File: config.mk
export PLATFORM = sky130hd
export DESIGN_NAME = alu_cmd_issuer_flat
export DESIGN_NICKNAME = d
export VERILOG_FILES = /design/src/rtl/alu_cmd_issuer_if.sv /design/src/rtl/alu_cmd_issuer.sv /design/src/flat_wrapper.sv
export SDC_FILE = /design/constraint.sdc
export NUM_CORES = 1
export LEC_CHECK = 0
export CORE_ASPECT_RATIO = 0.5
export CORE_UTILIZATION = 47
export DETAILED_ROUTE_END_ITERATION = 10
export PLACE_DENSITY = 0.9
export SETUP_SLACK_MARGIN = 0.3
export SLEW_MARGIN = 20
export SYNTH_ARGS = -nofsm -noshare
export SYNTH_HDL_FRONTEND = slang
export SYNTH_SLANG_ARGS = --single-unit
File: constraint.sdc
create_clock -name clk -period 4.7 [get_ports clk]
set_clock_uncertainty 0.2 [all_clocks]
set_input_delay 0.94 -clock clk [delete_from_list [all_inputs] [get_ports clk]]
set_output_delay 0.94 -clock clk [all_outputs]
set_load 0.01 [all_outputs]
File: src/rtl/alu_cmd_issuer_if.sv
// rtl/alu_cmd_issuer_if.sv - command/response handshake bundle for alu_cmd_issuer
// Ports (signals):
//   cmd_valid/cmd_ready     command handshake
//   cmd_op, cmd_a, cmd_b    command opcode and operands
//   cmd_use_acc             take operand A from the accumulator
//   rsp_valid/rsp_ready     response handshake
//   rsp_result, rsp_err     response payload
// Modports: master = sequencer side, slave = issuer side.
interface alu_cmd_issuer_if #(
  parameter int WIDTH = 4
);
  logic             cmd_valid;
  logic             cmd_ready;
  logic [2:0]       cmd_op;
  logic [WIDTH-1:0] cmd_a;
  logic [WIDTH-1:0] cmd_b;
  logic             cmd_use_acc;
  logic             rsp_valid;
  logic             rsp_ready;
  logic [WIDTH-1:0] rsp_result;
  logic             rsp_err;

  modport master (
    output cmd_valid, cmd_op, cmd_a, cmd_b, cmd_use_acc, rsp_ready,
    input  cmd_ready, rsp_valid, rsp_result, rsp_err
  );

  modport slave (
    input  cmd_valid, cmd_op, cmd_a, cmd_b, cmd_use_acc, rsp_ready,
    output cmd_ready, rsp_valid, rsp_result, rsp_err
  );
endinterface

File: src/rtl/alu_cmd_issuer.sv
// rtl/alu_cmd_issuer.sv - issues one command at a time to a combinational ALU and returns its response
// Ports:
//   clk, rst_n     clock (rising edge), asynchronous active-low reset
//   bus (slave)    command in (valid/ready), response out (valid/ready)
//   alu_a, alu_b   registered ALU operands
//   alu_op         registered ALU opcode
//   alu_result     combinational ALU result for alu_a/alu_b/alu_op
//   acc            running accumulator
//   rsp_count      responses consumed, wraps
module alu_cmd_issuer #(
  parameter int WIDTH = 4,
  parameter int CNT_W = 8
) (
  input  logic             clk,
  input  logic             rst_n,
  alu_cmd_issuer_if.slave  bus,
  output logic [WIDTH-1:0] alu_a,
  output logic [WIDTH-1:0] alu_b,
  output logic [2:0]       alu_op,
  input  logic [WIDTH-1:0] alu_result,
  output logic [WIDTH-1:0] acc,
  output logic [CNT_W-1:0] rsp_count
);

  localparam logic [2:0] OP_ADD = 3'b000;
  localparam logic [2:0] OP_XOR = 3'b100;
  localparam logic [2:0] OP_CLR = 3'b111;

  typedef enum logic [1:0] {IDLE, EXEC, RESP} state_t;

  state_t     state;
  state_t     state_next;
  logic [2:0] op_q;       // command opcode as received; alu_op loses clear/illegal
  logic       cmd_fire;
  logic       rsp_fire;
  logic       op_legal;
  logic       cmd_op_legal;

  assign cmd_fire     = bus.cmd_valid && bus.cmd_ready;
  assign rsp_fire     = bus.rsp_valid && bus.rsp_ready;
  assign op_legal     = (op_q <= OP_XOR);
  assign cmd_op_legal = (bus.cmd_op <= OP_XOR);

  always_ff @(posedge clk or negedge rst_n) begin
    if (!rst_n) begin
      state <= IDLE;
    end else begin
      state <= state_next;
    end
  end

  always_comb begin
    state_next    = state;
    bus.cmd_ready = 1'b0;
    bus.rsp_valid = 1'b0;
    case (state)
      IDLE: begin
        // Held low while in reset so nothing is offered before release.
        bus.cmd_ready = rst_n;
        if (bus.cmd_valid && rst_n) state_next = EXEC;
      end
      EXEC: begin
        state_next = RESP;
      end
      RESP: begin
        bus.rsp_valid = 1'b1;
        if (bus.rsp_ready) state_next = IDLE;
      end
      default: begin
        state_next = IDLE;
      end
    endcase
  end

  // ALU drive: updated only on accept, held otherwise.
  always_ff @(posedge clk or negedge rst_n) begin
    if (!rst_n) begin
      alu_a  <= '0;
      alu_b  <= '0;
      alu_op <= OP_ADD;
      op_q   <= OP_ADD;
    end else if (cmd_fire) begin
      alu_a  <= bus.cmd_use_acc ? acc : bus.cmd_a;
      alu_b  <= bus.cmd_b;
      alu_op <= cmd_op_legal ? bus.cmd_op : OP_ADD;
      op_q   <= bus.cmd_op;
    end
  end

  // Outcome capture at the end of EXEC; response payload then holds through RESP.
  always_ff @(posedge clk or negedge rst_n) begin
    if (!rst_n) begin
      bus.rsp_result <= '0;
      bus.rsp_err    <= 1'b0;
      acc            <= '0;
    end else if (state == EXEC) begin
      if (op_legal) begin
        bus.rsp_result <= alu_result;
        bus.rsp_err    <= 1'b0;
        acc            <= alu_result;
      end else if (op_q == OP_CLR) begin
        bus.rsp_result <= '0;
        bus.rsp_err    <= 1'b0;
        acc            <= '0;
      end else begin
        bus.rsp_result <= '0;
        bus.rsp_err    <= 1'b1;
      end
    end
  end

  always_ff @(posedge clk or negedge rst_n) begin
    if (!rst_n) begin
      rsp_count <= '0;
    end else if (rsp_fire) begin
      rsp_count <= rsp_count + 1'b1;
    end
  end

endmodule

File: src/flat_wrapper.sv
// flat-port wrapper written by rule: the top's interface ports become plain ports
module alu_cmd_issuer_flat 
#(
  parameter int WIDTH = 4,
  parameter int CNT_W = 8
)
  (clk, rst_n, alu_a, alu_b, alu_op, alu_result, acc, rsp_count, bus_cmd_valid, bus_cmd_op, bus_cmd_a, bus_cmd_b, bus_cmd_use_acc, bus_rsp_ready, bus_cmd_ready, bus_rsp_valid, bus_rsp_result, bus_rsp_err);
  alu_cmd_issuer_if #(.WIDTH(WIDTH)) bus_i ();
  input  logic clk;
  input  logic rst_n;
  output logic [WIDTH-1:0] alu_a;
  output logic [WIDTH-1:0] alu_b;
  output logic [2:0] alu_op;
  input  logic [WIDTH-1:0] alu_result;
  output logic [WIDTH-1:0] acc;
  output logic [CNT_W-1:0] rsp_count;
  input wire logic [$bits(bus_i.cmd_valid)-1:0] bus_cmd_valid;
  input wire logic [$bits(bus_i.cmd_op)-1:0] bus_cmd_op;
  input wire logic [$bits(bus_i.cmd_a)-1:0] bus_cmd_a;
  input wire logic [$bits(bus_i.cmd_b)-1:0] bus_cmd_b;
  input wire logic [$bits(bus_i.cmd_use_acc)-1:0] bus_cmd_use_acc;
  input wire logic [$bits(bus_i.rsp_ready)-1:0] bus_rsp_ready;
  output wire logic [$bits(bus_i.cmd_ready)-1:0] bus_cmd_ready;
  output wire logic [$bits(bus_i.rsp_valid)-1:0] bus_rsp_valid;
  output wire logic [$bits(bus_i.rsp_result)-1:0] bus_rsp_result;
  output wire logic [$bits(bus_i.rsp_err)-1:0] bus_rsp_err;
  assign bus_i.cmd_valid = bus_cmd_valid;
  assign bus_i.cmd_op = bus_cmd_op;
  assign bus_i.cmd_a = bus_cmd_a;
  assign bus_i.cmd_b = bus_cmd_b;
  assign bus_i.cmd_use_acc = bus_cmd_use_acc;
  assign bus_i.rsp_ready = bus_rsp_ready;
  assign bus_cmd_ready = bus_i.cmd_ready;
  assign bus_rsp_valid = bus_i.rsp_valid;
  assign bus_rsp_result = bus_i.rsp_result;
  assign bus_rsp_err = bus_i.rsp_err;
  alu_cmd_issuer #(.WIDTH(WIDTH), .CNT_W(CNT_W)) u_core (.clk(clk), .rst_n(rst_n), .bus(bus_i), .alu_a(alu_a), .alu_b(alu_b), .alu_op(alu_op), .alu_result(alu_result), .acc(acc), .rsp_count(rsp_count));
endmodule
==> flow_summary.ini, run 1 <==
[yosys]
synth-edff-count = 0
synth_fp_nets = 133
syn_inst = 112
netlist_area_um2 = 1430
synthTopCellsByCount = dfrtp_1 (33), mux2_4 (7), a22o_1 (6), nand2_1 (6)
synth_most_common_cell = dfrtp_1
synth_ff_type = dfrtp_1
synth_top_area_share_pct = 57.6
async_flop_share_pct = 100
avgSynthCellArea_um2 = 12.8
synth_seq_cells = 33
synth_warnings = 0
yosysTopAreaCell = dfrtp_1
synth.distinct_cells = 32
seq_area_frac_synth_pct = 57.6
synthTopCellsByArea = dfrtp_1 (58%), mux2_4 (7.3%), a22o_1 (3.7%), xor2_1 (3.1%), mux2i_1 (2.8%)

[layout]
n_fill_cell = 166
multiInputGateArea_um2 = 568
final-seq-area_um2 = 826
n_antenna_cell = 0
nets = 186
fin_util_pct = 75.0
drive_gt1_share_pct = 12.0
area_delta_synth_final_pct = 43.1

[global_route]
gr-usage-all-layers_pct = 20.6
grt_pass1_wl_um = 4620
grt_pass1_vias = 921
grt-ovfl-total = 0
antenna_found_initial = 0
grt_start_max_net_pins = 35

[sta]
max_slew_margin_pct = 72.7
fmax_mhz = 301
whs_ps = 269
finalSetupViolations = 0
worst_slew_pin_slew_ps = 409
drv_slew = 0
setup_ws_ps = 1380
rsz0062_at_grt = false
layout_min_cycle_time_ps = 3320
finalCritPeriodShare_pct = 70.7
finalHoldViolations = 0
fin_setup_tns_ps = 0

[die]
dieHeight_um = 41.0
io_pins = 50
rows = 13
die_x_um = 80.1
initial_core_util_pct = 52.4
die_area_um2 = 3290
core_area_um2 = 2730

[critical_path]
cp_cell_sequence = clkdlybuf4s50_1, nor3b_1, clkdlybuf4s50_1
critPathLaunchType = primary input
critical_path_buf_inv_count = 2
cp-startpoint = rst_n
cp_data_arrival_time_ps = 2180
cp_max_fo = 2
critical_path.top_delay_family = buffers and inverters
cpMostUsedCell = clkdlybuf4s50_1
cp.required_ps = 3560
crit_path_end_kind = output port
crit_slowest_cell = clkdlybuf4s50_1
worstSetupPathType = in -> out
max_stage_delay_ps = 570
crit-reg2reg-launch = u_core.state[1]
cp.depth = 3
r2r_cells = 2

[placement]
gp_congestion = 0.737
hpwl_um = 2110
port_buffers = 49
place_ws_ps = 1390

[power_and_ir_drop]
intPower_uw = 732
power.switching_uw = 320
combPwrFrac_pct = 34.9
powerDensity_nw_per_um2 = 513
clkPwrFrac_pct = 22.1
total_power_mw = 1.05
switching_share_pct = 30.5
peakVddDrop_mv = 0.228
leakage_nw = 0.903
seq_power_share_pct = 43.0

[min_path]
min_from = u_core.rsp_count[7]
hold_depth = 1
hp-class = reg -> reg

[routing]
vias_per_cell = 5.00
drt.antenna.violating_nets = 0
drtIter0Drc = 55
drc_errors = 0
drt-total-wl_um = 3030
wire_per_inst_um = 14.9
vias = 1015
dr.pass1.iters = 4

[clock_tree]
cts_resized = 0
post_cts_buffers = 0
cts_hold_buffers = 0
cts_buffer_depth = 2
h-tree-depth = 2
clk_pin_slew_ps = 70
cts_tree = built
clock_sinks = 33
clock_latency_ps = 280
cts_root_buf = clkbuf_8
numCtsBuffers = 5

[job]
drv_cap = 0

[outcome]
outcome = finished, final reports clean
-- cells in the final DEF (no fill, tap or decap), types with 2 or more instances in the layout --
master,Yosys,final
nand2_1,6,6
nor3b_1,2,2
mux2_4,7,7
mux2_2,2,2
dfrtp_1,33,33
nor2_1,5,5
clkdlybuf4s50_1,0,49
a22o_1,6,6
mux2i_1,4,4
xor2_1,5,5
xnor2_1,3,3
a21oi_1,5,5
nand2b_1,2,2
o21ai_0,5,5
inv_1,3,3
nand4b_1,2,2
clkbuf_8,0,7
nand3_1,2,2
and4b_1,2,2
nor3_1,2,2
nand3b_1,3,3
-- power groups by stage --
stage	Combinational (mW)	Clock [mW]	Sequential (mW)
floorplan	0.128	0	0.477
global placement	0.357	0	0.451
detailed placement	0.367	0	0.454
CTS	0.372	0.236	0.451
global route	0.397	0.252	0.464
finish	0.367	0.232	0.452
-- worst paths after layout --
kind | to | slack, ps
setup / recovery | bus_cmd_ready | 1380
hold / removal | u_core.rsp_count[7] | 270
setup reg to reg | u_core.alu_b[0] | 2980
hold reg to reg | u_core.rsp_count[7] | 270
max in group asynchronous | u_core.rsp_count[7] | 3100
min in group asynchronous | u_core.rsp_count[1] | 910
-- registers in the layout, indices dropped and copies added, names as in the netlist --
| signal | flops |
|---|---|
| u_core.rsp_count | 8 |
| u_core.acc | 4 |
| u_core.alu_a | 4 |
| u_core.alu_b | 4 |
| u_core.bus.rsp_result | 4 |
| u_core.alu_op | 3 |
| u_core.op_q | 3 |
| u_core.state | 2 |
| u_core.bus.rsp_err | 1 |
-- metrics by stage --
step           cell area, um^2  cells
2_1_floorplan             1430    112
3_3_place_gp              1950    195
3_5_place_dp              1950    195
4_1_cts                   2050    203
5_1_grt                   2050    203
6_report                  2050    203
-- layer usage --
layer | track usage (%) | vias to the layer above | wire length [um]
li1 | - | 505 | -
met1 | 27.7 | 483 | 1460
met2 | 31.8 | 22 | 1430
met3 | 6.00 | 5 | 110
met4 | 9.38 | 0 | 29
met5 | 0 | - | 0
-- cells by family (layout without fill, tap and decap cells) --
family	count (synthesis)	in the layout	share of synthesized area [%]
AO/OA/AOI/OAI	20	20	9.35
XOR/XNOR	8	8	4.89
adder cells (fa/ha/maj)	1	1	0.873
buffers and inverters	7	61	2.71
flip-flops	33	33	57.6
multiplexers	13	13	11.7
AND/OR/NAND/NOR	30	30	12.8
-- final cells by class --
type                       instances  share of cell area [%]
sequential                        33                    40.3
multi-input combinational         72                    27.7
timing repair buffer              50                    24.3
clock buffer                       7                    4.70
tap                               37                    2.26
inverter                           3                   0.549
clock inverter                     1                   0.244
(Power assumes the default switching activity.)
==> run 2, diff against run 1 <==
- CORE_UTILIZATION: 47 -> 40
- PLACE_DENSITY: 0.9 -> 0.82
- clock period: 4.7 -> 2.95 ns (I/O delays scaled with it)
==> flow_summary.ini, run 2 (synthesis gave the netlist of run 1 again) <==
[sta]
fin_setup_tns_ps = 0
finalSetupViolations = 0
finalHoldViolations = 0
layout_min_cycle_time_ps = 2370
finalCritPeriodShare_pct = 80.3
drv_slew = 0
whs_ps = 261
max_slew_margin_pct = 72.9
rsz0062_at_grt = false
worst_slew_pin_slew_ps = 407
fmax_mhz = 422

[die]
dieHeight_um = 44.3
initial_core_util_pct = 44.7
rows = 14
core_area_um2 = 3210
die_area_um2 = 3840
die_x_um = 86.6
io_pins = 50

[clock_tree]
clock_sinks = 33
h-tree-depth = 2
numCtsBuffers = 5
cts_buffer_depth = 2
cts_root_buf = clkbuf_8
cts_hold_buffers = 0
clk_pin_slew_ps = 60
clock_latency_ps = 280
cts_tree = built

[routing]
drt.antenna.violating_nets = 0
drtIter0Drc = 33
vias = 1027
vias_per_cell = 4.82
dr.pass1.iters = 4
drc_errors = 0
drt-total-wl_um = 2940
wire_per_inst_um = 13.8

[critical_path]
cp_data_arrival_time_ps = 1580
critPathLaunchType = primary input
crit_path_end_kind = output port
cp.required_ps = 2160
worstSetupPathType = in -> out
cp_max_fo = 3

[global_route]
grt_pass1_vias = 946
grt-ovfl-total = 0
grt_start_max_net_pins = 34
gr-usage-all-layers_pct = 16.8
antenna_found_initial = 0
grt_pass1_wl_um = 4590

[layout]
n_antenna_cell = 0
largest_reg_flops = 8
n_fill_cell = 235
final_common_cell = clkdlybuf4s50_1
final-seq-area_um2 = 826
multiInputGateArea_um2 = 568
mostFrequentLayoutCells = clkdlybuf4s50_1 (48), dfrtp_1 (33), mux2_4 (7)
area_delta_synth_final_pct = 43.0
drive_gt1_share_pct = 10.9
regMostFlops = u_core.rsp_count
nets = 186

[placement]
port_buffers = 49
gp_congestion = 0.724
hpwl_um = 2190

[outcome]
outcome = finished, final reports clean

[power_and_ir_drop]
peakVddDrop_mv = 0.238
powerDensity_nw_per_um2 = 799
leakage_nw = 0.896

[job]
drv_cap = 0

[min_path]
hp-class = reg -> reg
-- run 2: changes by cell type in the layout (fill, tap and decap cells not counted), sizes merged --
cell / delta
clkdlybuf4s50: -1
clkinv: -1
dlygate4sd2: +1
-- run 2: power by group --
group	total [mW]	leakage (nW)	internal, mW	switching [mW]
Clock	0.336	0.0443	0.185	0.151
Combinational	0.580	0.441	0.365	0.216
Sequential	0.721	0.410	0.590	0.131
Total	1.64	0.896	1.14	0.498
-- run 2: worst paths after layout --
kind                                      from                  end  slack (ps)  cells after the start
min in group asynchronous                rst_n  u_core.rsp_count[0]         600                      2
max in group asynchronous                rst_n  u_core.rsp_count[1]        1660                      2
max                                      rst_n        bus_cmd_ready         580                      3
max reg2reg                    u_core.state[1]      u_core.alu_b[0]        1240                      2
min reg2reg                u_core.rsp_count[7]  u_core.rsp_count[7]         260                      1
min                        u_core.rsp_count[7]  u_core.rsp_count[7]         260                      1
-- run 2: through the flow --
step	instances	total power, mW	instance area (um^2)	util [%]	worst slack, ps
finish	213	1.64	2050	63.9	580
global route	213	1.73	2050	63.9	522
CTS	213	1.65	2050	63.9	574
detailed placement	206	1.31	1960	61.2	289
global placement	206	1.29	1960	61.2	346
floorplan	112	0.964	1430	-	1260
-- run 2: final cells by class --
type,count,area share (%)
multi-input combinational,72,27.7
tap,48,2.93
timing repair buffer,50,24.3
sequential,33,40.3
inverter,3,0.550
clock buffer,7,4.22
-- run 2: worst max-delay path: stages --
cell	delay (ps)
clkdlybuf4s50_1	510
nor3b_1	180
dlygate4sd2_1	290
-- run 2: layer usage --
layer / part of all wire [%] / track usage [%] / wire length, um / up-vias
li1: - / - / - / 506
met1: 48 / 21.8 / 1400 / 496
met2: 46 / 25.4 / 1360 / 21
met3: 4.7 / 6.34 / 139 / 4
met4: 1.3 / 8.00 / 38 / 0
met5: 0 / 0 / 0 / -
-- run 2: what timing repair did --
| action | CTS | global route |
|---|---|---|
| endpoints found under the setup margin | 1 | 0 |
| setup buffers | 0 | 0 |
| gates resized for setup | 1 | 0 |
